## config.mk

```make
export PLATFORM = sky130hd
export DESIGN_NAME = reset_sequencer
export DESIGN_NICKNAME = d
export VERILOG_FILES = /design/src/rtl/reset_seq_pkg.sv /design/src/rtl/sync_2ff.sv /design/src/rtl/reset_sequencer.sv
export SDC_FILE = /design/constraint.sdc
export NUM_CORES = 1
export LEC_CHECK = 0
export BUFFER_PORTS_ARGS = -buffer_cell sky130_fd_sc_hd__buf_2
export CORE_UTILIZATION = 62
export DETAILED_ROUTE_END_ITERATION = 8
export HOLD_SLACK_MARGIN = 0.08
export PLACE_DENSITY_LB_ADDON = 0.08
export SETUP_SLACK_MARGIN = 0.05
export SYNTH_ARGS = -nofsm -noshare
export SYNTH_HDL_FRONTEND = slang
export SYNTH_HIERARCHICAL = 1
export SYNTH_SLANG_ARGS = --single-unit
```

## constraint.sdc

```tcl
create_clock -name clk -period 5 [get_ports clk]
set_input_delay 0 -clock clk [delete_from_list [all_inputs] [get_ports clk]]
set_output_delay 0 -clock clk [all_outputs]
set_load 0.05 [all_outputs]
```

## src/rtl/reset_seq_pkg.sv

```systemverilog
// Shared types and default timing constants for the reset sequencer.
package reset_seq_pkg;

  // Sequencer states; the encoding is visible on state_o.
  typedef enum logic [1:0] {
    WAIT_LOCK = 2'd0,
    STABLE    = 2'd1,
    RELEASE   = 2'd2,
    RUN       = 2'd3
  } seq_state_e;

  localparam int DEF_LOCK_STABLE_CYCLES = 1024;
  localparam int DEF_STAGE_DELAY        = 256;

  // Larger of two integers; used to size the shared interval counter.
  function automatic int max_int(input int a, input int b);
    return (a > b) ? a : b;
  endfunction

endpackage

```

## src/rtl/sync_2ff.sv

```systemverilog
// Two-flop synchronizer for a single asynchronous level signal.
module sync_2ff (
  input  logic clk,
  input  logic rst_n,
  input  logic d_i,
  output logic q_o
);

  logic meta_q;
  logic sync_q;

  // Shift the input through two flops; both clear to 0 on reset.
  // NOTE: sequential state uses non-blocking (<=) so every flop samples pre-edge values.
  always_ff @(posedge clk or negedge rst_n) begin
    if (!rst_n) begin
      meta_q <= 1'b0;
      sync_q <= 1'b0;
    end else begin
      meta_q <= d_i;
      sync_q <= meta_q;
    end
  end

  assign q_o = sync_q;

endmodule

```

## src/rtl/reset_sequencer.sv

```systemverilog
// Reset sequencer: qualifies clock-generator lock, then releases
// downstream reset domains one at a time, index 0 first.
module reset_sequencer
  import reset_seq_pkg::*;
#(
  parameter int NUM_OUT            = 2,
  parameter int LOCK_STABLE_CYCLES = DEF_LOCK_STABLE_CYCLES,
  parameter int STAGE_DELAY        = DEF_STAGE_DELAY
) (
  input  logic               clk,
  input  logic               rst,
  input  logic               locked_i,
  input  logic               restart_i,
  output logic [NUM_OUT-1:0] rst_out_n,
  output logic               ready_o,
  output logic [7:0]         lost_cnt_o,
  output logic [1:0]         state_o
);

  // One counter serves both the lock-qualification and stage intervals.
  localparam int CNT_MAX = max_int(LOCK_STABLE_CYCLES, STAGE_DELAY);
  localparam int CNT_W   = (CNT_MAX > 1) ? $clog2(CNT_MAX) : 1;
  localparam int IDX_W   = $clog2(NUM_OUT + 1);

  localparam logic [CNT_W-1:0] LOCK_LAST  = CNT_W'(LOCK_STABLE_CYCLES - 1);
  localparam logic [CNT_W-1:0] STAGE_LAST = CNT_W'(STAGE_DELAY - 1);
  localparam logic [IDX_W-1:0] IDX_LAST   = IDX_W'(NUM_OUT - 1);

  seq_state_e         state_q;
  logic [CNT_W-1:0]   cnt_q;
  logic [IDX_W-1:0]   idx_q;
  logic [NUM_OUT-1:0] rst_out_q;
  logic               ready_q;
  logic [7:0]         lost_q;
  logic               locked_s;
  logic               abort;

  sync_2ff u_lock_sync (
    .clk   (clk),
    .rst_n (rst),
    .d_i   (locked_i),
    .q_o   (locked_s)
  );

  // Lock loss or restart aborts the sequence in every state but WAIT_LOCK.
  assign abort = (state_q != WAIT_LOCK) && (!locked_s || restart_i);

  // Sequencer FSM with registered outputs; reset clears the domain resets asynchronously.
  always_ff @(posedge clk or negedge rst) begin
    if (!rst) begin
      state_q   <= WAIT_LOCK;
      cnt_q     <= '0;
      idx_q     <= '0;
      rst_out_q <= '0;
      ready_q   <= 1'b0;
      lost_q    <= '0;
    end else if (abort) begin
      state_q   <= WAIT_LOCK;
      cnt_q     <= '0;
      idx_q     <= '0;
      rst_out_q <= '0;
      ready_q   <= 1'b0;
      // Lock loss wins over a simultaneous restart and counts exactly once.
      if (!locked_s && (lost_q != 8'hFF)) begin
        lost_q <= lost_q + 8'd1;
      end
    end else begin
      case (state_q)
        WAIT_LOCK: begin
          if (locked_s) begin
            state_q <= STABLE;
            cnt_q   <= '0;
          end
        end
        STABLE: begin
          if (cnt_q == LOCK_LAST) begin
            state_q <= RELEASE;
            cnt_q   <= '0;
            idx_q   <= '0;
          end else begin
            cnt_q <= cnt_q + CNT_W'(1);
          end
        end
        RELEASE: begin
          if (cnt_q == STAGE_LAST) begin
            for (int k = 0; k < NUM_OUT; k++) begin
              if (idx_q == IDX_W'(k)) begin
                rst_out_q[k] <= 1'b1;
              end
            end
            idx_q <= idx_q + IDX_W'(1);
            cnt_q <= '0;
            if (idx_q == IDX_LAST) begin
              state_q <= RUN;
            end
          end else begin
            cnt_q <= cnt_q + CNT_W'(1);
          end
        end
        RUN: begin
          ready_q <= 1'b1;
        end
        default: begin
          state_q <= WAIT_LOCK;
        end
      endcase
    end
  end

  assign rst_out_n  = rst_out_q;
  assign ready_o    = ready_q;
  assign lost_cnt_o = lost_q;
  assign state_o    = state_q;

endmodule
```

==> summary.txt, run 1 <==
Finish
  • Layout overhead on the synthesized area: 7.524%
  • Net count of the finished layout: 187
  • Area occupied by registers: 675.6 sq um
  • Final design utilization: 69.93%
  • Number of inserted diodes: 0
  • Filler Cells Inserted: 201
  • Area of combinational cells with multiple inputs: 820.8 sq um
  • Fraction of layout cells with a size suffix above 1: 21.26%

Place
  • Port Buf Inserts: 16
  • Placer's final routability congestion estimate: 0.8963
  • Total half-perimeter wirelength after legalization and detailed placement: 2273 microns
  • Post-place setup slack: 2.425 ns

Worst setup path
  • Launch point of the worst path: state_o[0]
  • Count of cells along the worst register-to-register path: 6
  • Start-to-end type of the worst setup path: reg -> reg
  • Startpoint types: flip-flop
  • Critical path data required time: 5.24 ns
  • Crit. End Element: flip-flop
  • Arr. time, crit path: 2.92 ns
  • Reg-to-Reg Start: state_o[0]
  • Worst Path Max Fanout: 11

Clocking
  • Max Root-Sink Buffers: 2
  • Insertion delay of the later-clocked pin in the worst-skew pair: 0.32 ns
  • Clock tree from TritonCTS: done
  • Clock root buffer master: sky130_fd_sc_hd__clkbuf_4
  • Post-CTS sizing: 0
  • Clock buffers created by TritonCTS: 3
  • Clk sink count: 27
  • Max H-tree Level: 1
  • Post-CTS setup buffer count: 0
  • Clock-pin slew of the registers on the worst-case setup and hold paths: 0.14 ns

Synth
  • Number of library cell types mapped by synthesis: 50
  • Average cell area after synthesis: 10.23 sq um
  • Total of warnings raised by yosys: 6
  • Synth area leader: sky130_fd_sc_hd__dfrtp_1
  • Synth Register Bits: 27
  • Share of synthesized area occupied by flip-flops and latches: 42.32%
  • Synthesized cell area: 1597 sq um
  • Post-synth top area share: 42.32%
  • Number of flops mapped to enable cells by yosys: 0
  • Cell types with the largest area share after synthesis: sky130_fd_sc_hd__dfrtp_1, sky130_fd_sc_hd__ha_1, sky130_fd_sc_hd__inv_1, sky130_fd_sc_hd__a41oi_1, sky130_fd_sc_hd__o21ai_0
  • Total nets after synthesis: 168
  • Ys async rst share: 100.0%
  • Instance count of the mapped netlist: 156
  • Top_reg_cell synth: sky130_fd_sc_hd__dfrtp_1

Timing
  • Worst-case headroom to the max-slew limit: 39.00%
  • Final-report setup violation count: 0
  • Unrepaired setup endpoints after global routing: false
  • Worst setup slack after layout: 2.319 ns
  • Slew at the pin closest to its max-slew limit: 0.9150 ns
  • Share of the clock period used by the worst path after layout: 53.63%
  • Setup TNS: 0 ns
  • FMAX: 373.0 MHz
  • Worst-case clock skew: 0.002547 ns
  • Period minus WS final: 2.681 ns
  • Number of hold-slack violations in the final timing report: 0
  • Count of pins over their slew limit: 0

GRT
  • Gr usage total: 25.90%
  • Leftover overflow at the end of global routing: 0
  • Number of antenna violations at the first check in global routing: 0
  • Wire length of the first global-routing pass: 5264 microns
  • Number of global-route vias before repair: 1176
  • Largest net degree at the start of global routing: 28

Die
  • Num ports: 17
  • Number of cell rows: 18
  • Die H: 52.75 microns
  • Core Region: 2455 sq um
  • Starting density of the core: 65.04%
  • Die footprint: 2782 sq um
  • X dimension of the die: 52.75 microns

Pwr
  • Power density cells: 506.9 nW/um^2
  • Standby leakage power: 0.7842 nW
  • Peak ir drop on the vdd network: 563.9 uV

Route
  • Number of DRC markers after the initial detailed-route iteration: 21
  • Antenna-violating nets left: 0
  • Total wire length after detailed routing: 3212 microns
  • Number of design rule violations left after detail routing: 0
  • Routed vias: 1278
  • Number of search-and-repair iterations in the first detailed-routing pass: 4
  • Detailed-route vias per instance: 6.265
  • Routed length per instance: 15.75 microns

Run
  • Number of violations of the max-capacitance limit: 0

Run status
  • Status: completed

Hold path
  • Hold/Removal Path Class: in -> async
## cells in the final DEF (no fill, tap or decap), drive strengths merged, types with 5 or more instances in the layout
cell,instances
buf,16
dfrtp,27
ha,8
o22ai,6
xnor2,5
inv,15
nor2,7
nand2,10
and3,5
o21ai,10
nand4,8
a41oi,7
## worst max-delay path: stages (launching register included)
cell and delay, ns:
sky130_fd_sc_hd__dfrtp_1 0.47, sky130_fd_sc_hd__inv_1 0.10, sky130_fd_sc_hd__ha_1 0.30, sky130_fd_sc_hd__and3b_1 0.21
sky130_fd_sc_hd__a31oi_1 0.67, sky130_fd_sc_hd__nand4_1 0.48, sky130_fd_sc_hd__o22ai_1 0.34
## registers in the layout, summed over array words and instances (netlist names)
signal	cells
cnt_q	10
idx_q	2
lost_cnt_o	8
ready_o	1
rst_out_n	2
state_o	2
u_lock_sync/meta_q	1
u_lock_sync/q_o	1
## through the flow
step / area (sq um) / hold WS, ns / cells / total power [mW]
global route: 1717 / 0.2528 / 204 / 0.9197
finish: 1717 / 0.1920 / 204 / 0.8702
CTS: 1717 / 0.2172 / 204 / 0.8671
global placement: 1670 / 0.03393 / 198 / 0.7634
detailed placement: 1670 / 0.03982 / 198 / 0.7707
floorplan: 1597 / -0.2956 / 156 / 0.6854
## synthesized netlist by cell type (all sizes together) (2+ instances only)
cell type	n
ha	8
clkbuf	2
nor2	7
or4	2
nand4	8
and4	3
xnor2	5
o22ai	6
nand4b	2
buf	2
nand2	10
nand3	3
a41oi	7
mux2	3
a21oi	2
o21ai	10
nand2b	2
a31oi	3
or2	3
dfrtp	27
inv	15
xor2	2
and3	5
## cells by family after synthesis
logic type                 synth area share, %
AOI/OAI and AO/OA                        18.42
xor gates and xnor gates                 3.840
adders and majority gates                6.270
buffers and inverters                    6.269
DFF                                      42.32
muxes                                    2.116
and+or+nand+nor                          20.77
## power breakdown
part           internal [mW]  switching (mW)  total (mW)
clock                 0.0312          0.0639      0.0952
combinational          0.150           0.318       0.468
sequential             0.257          0.0499       0.307
total                  0.439           0.432       0.870
## cell type report
class	instances	area share, %
well taps	30	2.187
repair buffers	18	5.831
multi-input cells	110	47.81
inverters	15	3.280
clock buffers	4	1.531
flip-flops and latches	27	39.36
## path summary, 6_finish.rpt
check,end,slack (ns)
max reg2reg,cnt_q[3],2.32
min,cnt_q[7],0.19
max in group asynchronous,lost_cnt_o[4],4.43
min reg2reg,u_lock_sync/q_o,0.37
max,cnt_q[3],2.32
min in group clk,ready_o,0.26
## per-layer routing
| layer | global-route usage (%) | routed length [microns] | up-vias |
|---|---|---|---|
| met1 | 34.93 | 1513 | 618 |
| met4 | 8.333 | 64 | 0 |
| met3 | 3.478 | 102 | 8 |
| met2 | 42.62 | 1532 | 36 |
| li1 | - | - | 616 |
| met5 | 0 | 0 | - |
## repair_timing
item | in CTS | in global routing
endpoints found under the hold margin | 28 | 0
setup endpoints to repair | 0 | 0
hold buffers | 2 | 0
Power figures use the tool's default switching activity.
==> run 2, diff against run 1 <==
--- a/config.mk
+++ b/config.mk
@@ -5,8 +5,9 @@
 export SDC_FILE = /design/constraint.sdc
 export NUM_CORES = 1
 export LEC_CHECK = 0
+export ABC_AREA = 1
 export BUFFER_PORTS_ARGS = -buffer_cell sky130_fd_sc_hd__buf_2
-export CORE_UTILIZATION = 62
+export CORE_UTILIZATION = 58
 export DETAILED_ROUTE_END_ITERATION = 8
 export HOLD_SLACK_MARGIN = 0.08
 export PLACE_DENSITY_LB_ADDON = 0.08
==> constraint.sdc (replaced) <==
create_clock -name clk -period 2.7 [get_ports clk]
set_input_delay 0 -clock clk [delete_from_list [all_inputs] [get_ports clk]]
set_output_delay 0 -clock clk [all_outputs]
set_load 0.05 [all_outputs]
==> summary.txt, run 2 <==
Worst setup path
  • Start-to-end type of the worst setup path: reg -> reg
  • Crit. End Element: flip-flop
  • Startpoint types: flip-flop
  • Arr. time, crit path: 2.13 ns (-0.79 ns)
  • Critical-path top delay cell: sky130_fd_sc_hd__dfrtp_1
  • Critical path data required time: 2.93 ns (-2.31 ns)
  • Critical path, cell by cell: inv_1, ha_1, nor2_4, a21oi_4, nand2_2, o21ai_0, nand2_1
  • Biggest cell delay along the critical path: 0.45 ns (-0.22 ns)
  • Worst Path Max Fanout: 14 (+3)

Finish
  • Area of combinational cells with multiple inputs: 860.8 sq um (+4.9%)
  • Area occupied by registers: 675.6 sq um (unchanged)
  • Filler Cells Inserted: 233 (+16%)
  • Commonest non-fill, non-tap cell in the layout: sky130_fd_sc_hd__nand2_1
  • Fraction of layout cells with a size suffix above 1: 18.07% (-3.2 points)
  • Net count of the finished layout: 251 (+34%)
  • Layout overhead on the synthesized area: 9.520%
  • Number of inserted diodes: 0 (unchanged)
  • Top library cells by usage in the layout, fill and taps aside: sky130_fd_sc_hd__nand2_1, sky130_fd_sc_hd__inv_1, sky130_fd_sc_hd__dfrtp_1, sky130_fd_sc_hd__nor2_1, sky130_fd_sc_hd__buf_2
  • Largest register FFs: 10 (unchanged)
  • Filler-free cell count of the finished design: 269 (+32%)
  • Final design utilization: 66.87% (-3.1 points)
  • Register name with the most flops: cnt_q

Run
  • Number of violations of the max-capacitance limit: 0 (unchanged)

Timing
  • Final-report setup violation count: 0 (unchanged)
  • Number of hold-slack violations in the final timing report: 0 (unchanged)
  • Slew at the pin closest to its max-slew limit: 0.5883 ns (-0.3267 ns)
  • FMAX: 527.0 MHz (+41%)
  • Setup TNS: 0 ns (unchanged)
  • Hold slack final: 0.1849 ns (-0.007056 ns)
  • Worst-case clock skew: 0.004790 ns (+0.002242 ns)
  • Worst-case headroom to the max-slew limit: 60.78% (+22 points)
  • Count of pins over their slew limit: 0 (unchanged)
  • Share of the clock period used by the worst path after layout: 70.27% (+17 points)
  • Period minus WS final: 1.897 ns (-0.7839 ns)
  • Unrepaired setup endpoints after global routing: false

Synth
  • Share of synthesized area occupied by flip-flops and latches: 40.48% (-1.8 points)
  • Instance count of the mapped netlist: 217 (+39%)
  • Synthesized cell area: 1669 sq um (+4.5%)
  • Count leader, synth: sky130_fd_sc_hd__nand2_1
  • Total of warnings raised by yosys: 6 (unchanged)
  • Top_reg_cell synth: sky130_fd_sc_hd__dfrtp_1
  • Synth Register Bits: 27 (unchanged)
  • Leading cell types by count after synthesis: sky130_fd_sc_hd__nand2_1, sky130_fd_sc_hd__inv_1, sky130_fd_sc_hd__dfrtp_1
  • Synth area leader: sky130_fd_sc_hd__dfrtp_1
  • Ys async rst share: 100.0% (unchanged)
  • Cell types with the largest area share after synthesis: sky130_fd_sc_hd__dfrtp_1, sky130_fd_sc_hd__nand2_1, sky130_fd_sc_hd__inv_1, sky130_fd_sc_hd__ha_1, sky130_fd_sc_hd__nand3_1
  • Average cell area after synthesis: 7.692 sq um (-25%)
  • Post-synth top area share: 40.48% (-1.8 points)
  • Number of library cell types mapped by synthesis: 24 (-52%)
  • Number of flops mapped to enable cells by yosys: 0 (unchanged)
  • Total nets after synthesis: 229 (+36%)

Route
  • Routed length per instance: 12.21 microns (-22%)
  • Routed vias: 1406 (+10%)
  • Number of search-and-repair iterations in the first detailed-routing pass: 4 (unchanged)
  • Antenna-violating nets left: 0 (unchanged)
  • Detailed-route vias per instance: 5.227 (-17%)
  • Number of DRC markers after the initial detailed-route iteration: 46 (+120%)
  • Number of design rule violations left after detail routing: 0 (unchanged)
  • Total wire length after detailed routing: 3285 microns (+2.3%)

Clocking
  • Clock root buffer master: sky130_fd_sc_hd__clkbuf_4
  • Clock-pin slew of the registers on the worst-case setup and hold paths: 0.14 ns (about the same)
  • Clock buffers created by TritonCTS: 3 (unchanged)
  • Quantity of hold-fixing buffers added after cts: 3 (+1)
  • Clock tree from TritonCTS: done
  • Clk sink count: 27 (unchanged)
  • Max H-tree Level: 1 (unchanged)
  • Post-CTS setup buffer count: 0 (unchanged)
  • Max Root-Sink Buffers: 2 (unchanged)
  • Post-CTS sizing: 0 (unchanged)
  • Insertion delay of the later-clocked pin in the worst-skew pair: 0.33 ns (about the same)

Die
  • Starting density of the core: 61.05% (-4.0 points)
  • X dimension of the die: 55.65 microns (+5.5%)
  • Num ports: 17 (unchanged)
  • Number of cell rows: 19 (+1)
  • Die H: 55.65 microns (+5.5%)
  • Core Region: 2734 sq um (+11%)
  • Die footprint: 3096 sq um (+11%)

Pwr
  • Final Total Pwr: 1.705 mW (+96%)
  • Power density cells: 932.7 nW/um^2 (+84%)
  • Peak ir drop on the vdd network: 980.6 uV (+74%)
  • Standby leakage power: 0.8825 nW (+13%)

GRT
  • Wire length of the first global-routing pass: 5761 microns (+9.4%)
  • Largest net degree at the start of global routing: 28 (unchanged)
  • Number of global-route vias before repair: 1344 (+14%)
  • Leftover overflow at the end of global routing: 0 (unchanged)
  • Gr usage total: 23.70% (-2.2 points)
  • Number of antenna violations at the first check in global routing: 0 (unchanged)

Run status
  • Status: completed

Place
  • Placed instance count: 262 (+32%)
  • Port Buf Inserts: 16 (unchanged)
  • Placer's final routability congestion estimate: 0.8405 (-6.2%)
  • Total half-perimeter wirelength after legalization and detailed placement: 2495 microns (+9.8%)

Hold path
  • Hold/Removal Path Class: in -> async
run 2: cell types whose count changed after synthesis, sizes merged, moves of 5 or more:
cell | previous run | this run
nor2 | 7 | 28
o22ai | 6 | 0
and3 | 5 | 0
nand3 | 3 | 18
a21oi | 2 | 10
nand2 | 10 | 66
a41oi | 7 | 0
inv | 15 | 31
run 2: where the power goes:
| group | internal, mW | switching (mW) | leakage (nW) |
|---|---|---|---|
| clock | 0.0580 | 0.120 | 0.0150 |
| combinational | 0.251 | 0.705 | 0.508 |
| sequential | 0.482 | 0.0894 | 0.360 |
| total | 0.791 | 0.914 | 0.882 |
run 2: layer usage:
layer | wire length [microns] | vias to the layer above | GRT usage (%)
met4 | 74 | 0 | 11.79
met1 | 1531 | 649 | 30.20
met2 | 1602 | 24 | 40.28
met5 | 0 | - | 0
met3 | 76 | 6 | 2.326
li1 | - | 727 | -
run 2: logic make-up (layout without fill, tap and decap cells):
group                    after synthesis  in the layout  synth area share, %
buffers and inverters                 33             54                7.946
adder cells (fa/ha/maj)                8              8                5.997
AO/OA/AOI/OAI                         21             21                7.647
AND/OR/NAND/NOR                      121            121                34.26
flip-flops                            27             27                40.48
XOR/XNOR                               7              7                3.673
run 2: cell type report:
| class | instances | share of cell area [%] |
|---|---|---|
| tap | 31 | 2.122 |
| timing repair buffer | 19 | 6.023 |
| clock buffer | 4 | 1.437 |
| sequential | 27 | 36.96 |
| inverter | 31 | 6.366 |
| multi-input combinational | 157 | 47.09 |
run 2: worst max-delay path, delay by kind of cell, from the launching register on:
family,cells,cell delay (ns)
AOI/OAI and AO/OA,2,0.57
DFF,1,0.45
adders and majority gates,1,0.39
and+or+nand+nor,3,0.27
buffers and inverters,1,0.12
run 2: path summary, 6_finish.rpt:
path	end	slack, ns	cells past startpoint	start
max in group asynchronous	cnt_q[0]	2.13	2	rst
max	state_o[1]	0.80	7	state_o[0]
min in group clk	u_lock_sync/meta_q	0.31	2	locked_i
min	idx_q[0]	0.18	2	rst
min reg2reg	u_lock_sync/q_o	0.37	0	u_lock_sync/meta_q
max reg2reg	state_o[1]	0.80	7	state_o[0]
run 2: per-stage QoR:
stage | worst slack (ns) | area (sq um)
floorplan | 0.8414 | 1669
global placement | 0.9344 | 1772
detailed placement | 0.8312 | 1772
CTS | 0.7935 | 1828
global route | 0.6232 | 1828
finish | 0.8026 | 1828
